[config.mk]
export PLATFORM = sky130hd
export DESIGN_NAME = n8_way_dmux16_reg
export DESIGN_NICKNAME = d
export VERILOG_FILES = /design/src/rtl/n8_way_dmux16_reg.sv
export SDC_FILE = /design/constraint.sdc
export NUM_CORES = 1
export LEC_CHECK = 0
export CORE_UTILIZATION = 45
export CTS_CLUSTER_SIZE = 12
export DETAILED_ROUTE_END_ITERATION = 16
export PLACE_DENSITY = 0.75
export SLEW_MARGIN = 25
export SYNTH_ARGS = -nofsm -noshare
export SYNTH_HDL_FRONTEND = slang
export SYNTH_SLANG_ARGS = --single-unit
export TNS_END_PERCENT = 30
[constraint.sdc]
create_clock -name clk -period 7 [get_ports clk]
set_clock_uncertainty 0.2 [all_clocks]
set_input_delay 2.1 -clock clk [delete_from_list [all_inputs] [get_ports clk]]
set_output_delay 2.1 -clock clk [all_outputs]
set_load 0.02 [all_outputs]
[src/rtl/n8_way_dmux16_reg.sv]
// Registered 8-way demultiplexer: one producer stream is steered into eight valid/ack holding slots.
// Optional stall counter (stall_cnt/stall_clr) is built when N8_WAY_DMUX16_STALL_CNT_EN is defined.
module n8_way_dmux16_reg #(
    parameter int DATA_W = 16
) (
    input  logic                clk,
    input  logic                rst,
`ifdef N8_WAY_DMUX16_STALL_CNT_EN
    input  logic                stall_clr,
    output logic [15:0]         stall_cnt,
`endif
    input  logic                in_valid,
    output logic                in_ready,
    input  logic [DATA_W-1:0]   in_data,
    input  logic [2:0]          in_sel,
    output logic [7:0]          out_valid,
    output logic [8*DATA_W-1:0] out_data,
    input  logic [7:0]          out_ack
);

    logic [7:0]             valid_q, valid_d;
    logic [7:0][DATA_W-1:0] data_q, data_d;
    logic                   accept;

    // A full slot still accepts when its consumer drains it in the same cycle.
    assign in_ready = ~valid_q[in_sel] | out_ack[in_sel];
    assign accept   = in_valid & in_ready;

    always_comb begin
        valid_d = valid_q & ~out_ack;
        data_d  = data_q;
        if (accept) begin
            valid_d[in_sel] = 1'b1;
            data_d[in_sel]  = in_data;
        end
    end

    always_ff @(posedge clk or posedge rst) begin
        if (rst) begin
            valid_q <= '0;
            data_q  <= '0;
        end else begin
            valid_q <= valid_d;
            data_q  <= data_d;
        end
    end

    assign out_valid = valid_q;
    assign out_data  = data_q;

`ifdef N8_WAY_DMUX16_STALL_CNT_EN
    logic [15:0] stall_cnt_q, stall_cnt_d;

    // Saturating count of cycles where the producer was held off; clear wins.
    always_comb begin
        stall_cnt_d = stall_cnt_q;
        if (stall_clr) begin
            stall_cnt_d = '0;
        end else if (in_valid && !in_ready && stall_cnt_q != 16'hFFFF) begin
            stall_cnt_d = stall_cnt_q + 16'd1;
        end
    end

    always_ff @(posedge clk or posedge rst) begin
        if (rst) begin
            stall_cnt_q <= '0;
        end else begin
            stall_cnt_q <= stall_cnt_d;
        end
    end

    assign stall_cnt = stall_cnt_q;
`endif

endmodule

**Yosys cells after proc, flatten, opt, wreduce, memory -nomap -nowiden**

Cells that the tools add are included.

- Register bits after elaboration: 136
- Latch bits: 0
- Bits in writable memories: 0
- Memory bits (read-only): 0
- Input bits: 30
- Output and inout port bits: 137
- Memories kept: 0

- Add/subtract/negate cells: 0
- $mul: 0
- Div/mod/pow operators: 0
- $lt $le $gt $ge: 2
- Eq/ne operators: 0
- Shifts and indexed selects: 0
- Multiplexer cells: 10
- Bitwise gates (word level): 6
- Reductions and logical operators: 1

Operators by type and width:

| kind | number |
|---|---|
| 128-bit bitwise mux | 1 |
| 16-bit demux with 3-bit select | 1 |
| 16-bit 2-to-1 mux | 1 |
| 8-bit bitwise AND | 1 |
| 8-bit 2-to-1 mux | 1 |
| 8-bit NOT | 1 |
| 8-bit OR | 1 |
| 1-bit binary-select mux with 3-bit select | 2 |
| 3-bit by 4-bit less-than comparator with 1-bit output (second input constant) | 1 |
| 1-bit demux with 3-bit select | 1 |
| 3-bit by 1-bit greater-or-equal comparator with 1-bit output (second input constant) | 1 |
| 1-bit 2-to-1 mux | 3 |
| 1-bit bitwise AND | 1 |
| 1-bit logical AND | 1 |
| 1-bit NOT | 1 |
| 1-bit OR | 1 |

**Longest topological paths before layout**

Gate-level depths: netlist (run 1).

- Depth after elaboration: 6
- Depth in mapped cells: 9

**Worst setup path after synthesis (run 1)**

Ideal clock, no wire load.

- Path type: input -> output
- Start point: input port in_sel[1]
- End point: output port in_ready
- Arrival time: 3.570 ns
- Data required time: 4.700 ns
- Path slack: 1.130 ns
- Stages on the path: 8
- Cells stage by stage: buf_4 > mux2_4 > a22o_1 > and2_4 > a211oi_2 > buf_4 > buf_6 > inv_2

- Longest elaborated chain between the ends: 4
- Elaborated cells on any way between the ends: 6

Ends and longest elaborated chain:

| what | line | source |
|---|---|---|
| start, declared | 15 | `input logic [2:0] in_sel,` |
| 1-bit binary-select mux with 3-bit select | 26 | `assign in_ready = ~valid_q[in_sel] \| out_ack[in_sel];` |
| 1-bit 2-to-1 mux (implied by the code) | 26 |  |
| 1-bit NOT | 26 |  |
| 1-bit OR (*) | 26 |  |
| end, declared | 13 | `output logic in_ready,` |

Mark *: on every way between the ends. The rest lies on a longest branch, timed or not. The select of a mux whose other input is x is not followed.

**Worst setup path in the final report (run 1)**

Ends and elaborated chain as after synthesis.

==> results of run 1 <==
==> routing by layer <==
| layer | part of all wire | track usage |
|---|---|---|
| met5 | 0 | 0 |
| met4 | 0.038 | 0.135 |
| met3 | 0.086 | 0.0620 |
| met2 | 0.48 | 0.441 |
| met1 | 0.40 | 0.374 |
==> cells by family (layout without fill, tap and decap cells) <==
logic type,after synthesis,after routing,synth area share
and+or+nand+nor,289,289,0.192
AOI/OAI and AO/OA,151,151,0.161
DFF,136,136,0.562
buffers and inverters,89,229,0.0753
muxes,5,5,0.00951
==> final cells by class <==
cell class / count / area share
Sequential cell: 136 / 0.408
Multi-Input combinational cell: 445 / 0.264
Timing Repair Buffer: 179 / 0.211
Clock buffer: 20 / 0.0560
Clock inverter: 12 / 0.0264
Tap cell: 176 / 0.0264
Inverter: 18 / 0.00840
==> flip-flops by register name, indices dropped and copies added (netlist names) <==
| name | count |
|---|---|
| out_data | 128 |
| out_valid | 8 |
==> how the worst max path moves through the flow <==
stage,endpoint,slack [ns],cells past startpoint
after detailed placement,in_ready,0.31,8
after global placement,in_ready,0.34,7
after global routing,in_ready,0.16,8
final,in_ready,0.29,8
after floorplan,out_data[0],1.06,1
after CTS,in_ready,0.30,8
==> metrics by stage <==
stage,hold WS [ns],area (um2),utilization
final,0.336,8340,0.632
after global routing,0.343,8340,0.632
after CTS,0.331,8340,0.632
after detailed placement,0.324,7650,0.580
after global placement,0.311,7650,0.580
after floorplan,0.414,6050,-
==> layout by cell type, fill, tap and decap left out, types with 2 or more instances in the layout <==
cell type / Yosys / routed
dfrtp_1: 136 / 136
and3_1: 6 / 6
and2_1: 4 / 4
nor2b_1: 3 / 3
nor3b_1: 3 / 3
inv_1: 17 / 16
o22ai_1: 135 / 135
nand2_1: 258 / 258
clkbuf_16: 0 / 17
bufinv_16: 0 / 6
o21a_1: 4 / 4
clkbuf_8: 0 / 3
buf_4: 6 / 13
clkinv_2: 0 / 2
clkinvlp_4: 0 / 4
nand3_1: 6 / 6
o21ai_0: 2 / 2
nor2_1: 2 / 2
mux2i_1: 2 / 2
clkdlybuf4s50_1: 0 / 166
mux2_2: 2 / 2
==> power breakdown <==
| group | internal, mW | total (mW) | switching (mW) |
|---|---|---|---|
| logic | 0.370 | 0.800 | 0.430 |
| registers | 0.943 | 1.04 | 0.101 |
| clock network | 0.695 | 1.03 | 0.336 |
| total | 2.01 | 2.87 | 0.867 |
==> critical path, delay by kind of cell <==
family                 cells  cell delay [ns]
AO/OA/AOI/OAI              2             0.36
buffers and inverters      4             1.49
multiplexers               1             0.34
AND/OR/NAND/NOR            1             0.11
==> flow_summary.ini, run 1 <==
[placed_design]
post-place-ws_ns = 0.315
placedCellCount = 954
numPortBuffers = 166
gp_congestion = 0.896
dp_hpwl_um = 12400

[clock_tree]
h-tree-depth = 4
cts_resized = 0
clock-sinks = 136
clockRootBuffer = clkbuf_16
tritoncts = built
holdBufCountCts = 0
cts_setup_buffers = 0
cts_buffer_depth = 2
cts-buffers-inserted = 17
clk_pin_slew_ns = 0.06
clkLatencyLatePin_ns = 0.41

[setup_path]
worstSetupStartpoint = in_sel[1]
slowest_stage = clkdlybuf4s50_1
arrival_ns = 4.41
critical_path_class = primary input to output port
cp.required_ns = 4.70
crit_fanout = 10
cp_cell_sequence = clkdlybuf4s50_1 > buf_4 > mux2_2 > nand3_1 > o21ai_2 > a211oi_4 > inv_2 > clkdlybuf4s50_1
regToRegStartpoint = out_valid[6]
end_kind = output port
cpPeakStageDelay_ns = 0.69
start_kind = primary input
reg2reg_to = out_data[48]
worstRegToRegCells = 7
r2r_setup_slack_ns = 3.73
crit_top_cell = clkdlybuf4s50_1

[power_and_ir_drop]
finalPower_mw = 2.87
powerDensity_nw_per_um2 = 345
vdd_drop_max_mv = 0.131
p_leak_nw = 3.54

[sta]
post-route-period-util = 0.959
setup_ws_ns = 0.290
layout_min_cycle_time_ns = 6.71
max_slew_margin = 0.430
finalHoldViolCount = 0
slew_viol_final = 0
tns_ns = 0
rsz0062_at_grt = false
setup_viol_count_final = 0
fmax_mhz = 149
worstMarginPinSlew_ns = 0.855

[synthesis]
postSynthAreaPerCell_um2 = 9.03
synth_cell_type_count = 38
netlist_top_cells_count = nand2_1, dfrtp_1, o22ai_1, clkbuf_1, buf_1
synth-async-reset-ratio = 1.00
yosys.cell_count.top_type = nand2_1
synth_top_area_cell = dfrtp_1
ys.flop_type = dfrtp_1
syn_inst = 670
synth-edff-count = 0
syn_nets = 700
ys_top_cells_by_area = dfrtp_1, nand2_1, o22ai_1, buf_6, clkbuf_1
synth_seq_area_share = 0.562
yosysWarnings = 0
ys_ff_latch = 136
yosys.area.top_type_share = 0.562
synth_area_um2 = 6050

[die]
chipHeight_um = 118
fp.dieW_um = 118
core_area_um2 = 13200
start_util = 0.459
die-area_um2 = 13900
rows = 42
io_pins = 167

[global_route]
grt_pass1_vias = 5286
track_usage = 0.282
antenna_found_initial = 0
overflow = 0
grt_max_degree = 74
grt_pass1_wl_um = 29600

[min_path]
min_path_cells = 2
hold_start = out_data[65]
holdPathEnd = out_data[65]
min_path_type = flip-flop to flip-flop

[route]
ant_nets = 0
routedWlPerCell_um = 19.9
drtIter0Drc = 606
vias = 5719
drtPass1Iterations = 5
drc = 0
vias_per_cell = 5.80
wirelength_um = 19600

[run_status]
outcome = finished clean

[layout]
antenna_cells = 0
final_cells = 986
nFillCells = 1072
register_area_um2 = 3400
syn_to_final_growth_pct = 37.8
fin_nets = 827
multiInputGateArea_um2 = 2200
drive_gt1_frac = 0.0679

[job]
maxCapViolCount = 0
(Power assumes the default switching activity.)
==> inputs of run 2 (changes only) <==
- CTS_CLUSTER_DIAMETER: default -> 100
==> results of run 2 <==
Same layout as run 1: the final DEF is identical, and so are final timing and power.
==> patch: new RTL, config.mk and constraints of run 2 <==
Take the reset off `data_q` and load it in a clocked block of its own.
--- a/src/rtl/n8_way_dmux16_reg.sv
+++ b/src/rtl/n8_way_dmux16_reg.sv
@@ -38,11 +38,13 @@
     always_ff @(posedge clk or posedge rst) begin
         if (rst) begin
             valid_q <= '0;
-            data_q  <= '0;
         end else begin
             valid_q <= valid_d;
-            data_q  <= data_d;
         end
+    end
+
+    always_ff @(posedge clk) begin
+        data_q <= data_d;
     end
 
     assign out_valid = valid_q;
Function: changed (a bounded check fails within 4 cycles, from zero or initial values and one cycle with rst high).
==> patch against run 2 <==
Combinational power decreased by 86%; sequential cell count unchanged; final area decreased by 17%; setup slack improved by 0.10 ns; routed wire length decreased by 46%; non-clock buffer count decreased by 8; area after synthesis decreased by 26%; total power decreased by 32%; maximum frequency increased by 1.6%; clock power decreased by 11%; highest routed layer unchanged.
==> patch: results <==
[worst_setup_path]
critical_path_peak_fanout = 14
rrSetupSlack_ns = 4.41
rr_endpoint = "out_data[89]"
cp_data_arrival_time_ns = 4.31
cpLargestDelayFamily = "buffers and inverters"
reg2reg_from = "out_valid[0]"
startpoint = "in_sel[0]"
max_stage_delay_ns = 0.82
ff2ff_path_depth = 6

[place]
hpwl_mm = 7.14
gp_congestion = 0.826
io_buffers = 166
pre_cts_slack_ns = 0.415

[final_layout]
multiInputGateArea_um2 = 382
n_all_inverters = 10
buffer_area_share_pct = 24.7
fillers = 579
nNonClkBuffers = 171
clkCellAreaFrac_pct = 8.81
nFlopsAndLatches = 136
regArea_um2 = 4040
nClkBuffers = 18
nMultiInputCombCells = 45
nets = 411
drive_gt1_share_pct = 12.2

[grt]
grt_pass1_wl_mm = 15.2
grt_max_degree = 17
grt_pass1_vias = 2519
grt_usage_pct = 21.4

[pwr]
ir_drop_mv = 0.182
power.leakage_nw = 2.38
power_frac_clock_pct = 47.1
p_switching_w = 0.000407

[clock_network]
clockRootBuffer = "clkbuf_8"
cts_made_buffers = 17
cts_hold_buffers = 0
clk_pin_slew_ns = 0.06
clock_latency_ns = 0.51

[hold_path]
worstHoldEndpoint = "out_valid[1]"
holdCritStartpoint = "out_valid[1]"

[sta]
worstMarginPinSlew_ns = 0.999
hold_slack_ns = 0.361

[synthesis]
synthesis.nets = 226
synth_edf_count = 128
synth_common_cells = "edfxtp_1, inv_1, dfrtp_1, mux2i_1, nor2_1"
synth_cell_types = 22
synthArstFlopShare_pct = 5.88
ys_warn_count = 0
yosysSeqAreaShare_pct = 90.7
synth_top_cells_by_area = "edfxtp_1, dfrtp_1, mux2i_1, o22ai_2, inv_1"

[route]
viasPerCell = 4.96
dr.pass1.iters = 4
drt_iter0_markers = 108
routed_wirelength_mm = 10.6

[outcome]
status = "finished, final reports clean"
patch: worst max-delay path by stage:
stage               end  slack, ns  cells after the start
4_1_cts        in_ready       0.40                      5
5_1_grt        in_ready       0.36                      5
3_3_place_gp   in_ready       0.49                      5
6_report       in_ready       0.39                      5
3_5_place_dp   in_ready       0.42                      5
2_1_floorplan  in_ready       1.54                      7
patch: power groups by stage:
stage / clock [W] / combinational, W / sequential, W
after floorplan: 0 / 0.0000252 / 0.000954
after global placement: 0 / 0.000112 / 0.000933
after detailed placement: 0 / 0.000115 / 0.000933
after CTS: 0.000927 / 0.000116 / 0.000917
after global routing: 0.000961 / 0.000121 / 0.000918
final: 0.000917 / 0.000115 / 0.000916
patch: metrics by stage:
| step | instances | instance area (um^2) | utilization, % |
|---|---|---|---|
| after CTS | 523 | 6960 | 73.9 |
| after floorplan | 196 | 4460 | - |
| after global routing | 523 | 6960 | 73.9 |
| after global placement | 488 | 6290 | 66.8 |
| after detailed placement | 491 | 6340 | 67.4 |
| final | 523 | 6960 | 73.9 |
patch: worst reg2reg max path, cell delays in order, from the launching register on:
cell and delay, ns:
dfrtp_1 0.40, mux2i_1 0.16, o21ai_1 0.08, a21oi_1 0.20, a211oi_2 0.10, buf_4 0.23, a211oi_4 0.85
patch: metal layers:
| layer | global-route usage (%) | vias to the layer above | wire (um) |
|---|---|---|---|
| met5 | 0 | - | 0 |
| met4 | 9.92 | 0 | 188 |
| met3 | 6.69 | 17 | 915 |
| met2 | 36.2 | 147 | 5460 |
| met1 | 25.1 | 1287 | 4070 |
| li1 | - | 1141 | - |
patch: kinds of logic (layout without fill, tap and decap cells):
kind of cell    after synthesis  in the layout  share of synthesized area [%]
compound gates               20             20                           3.68
simple gates                 19             19                           2.08
flops                       136            136                           90.7
mux                           6              6                           1.35
buf+inv                      15            213                           2.22
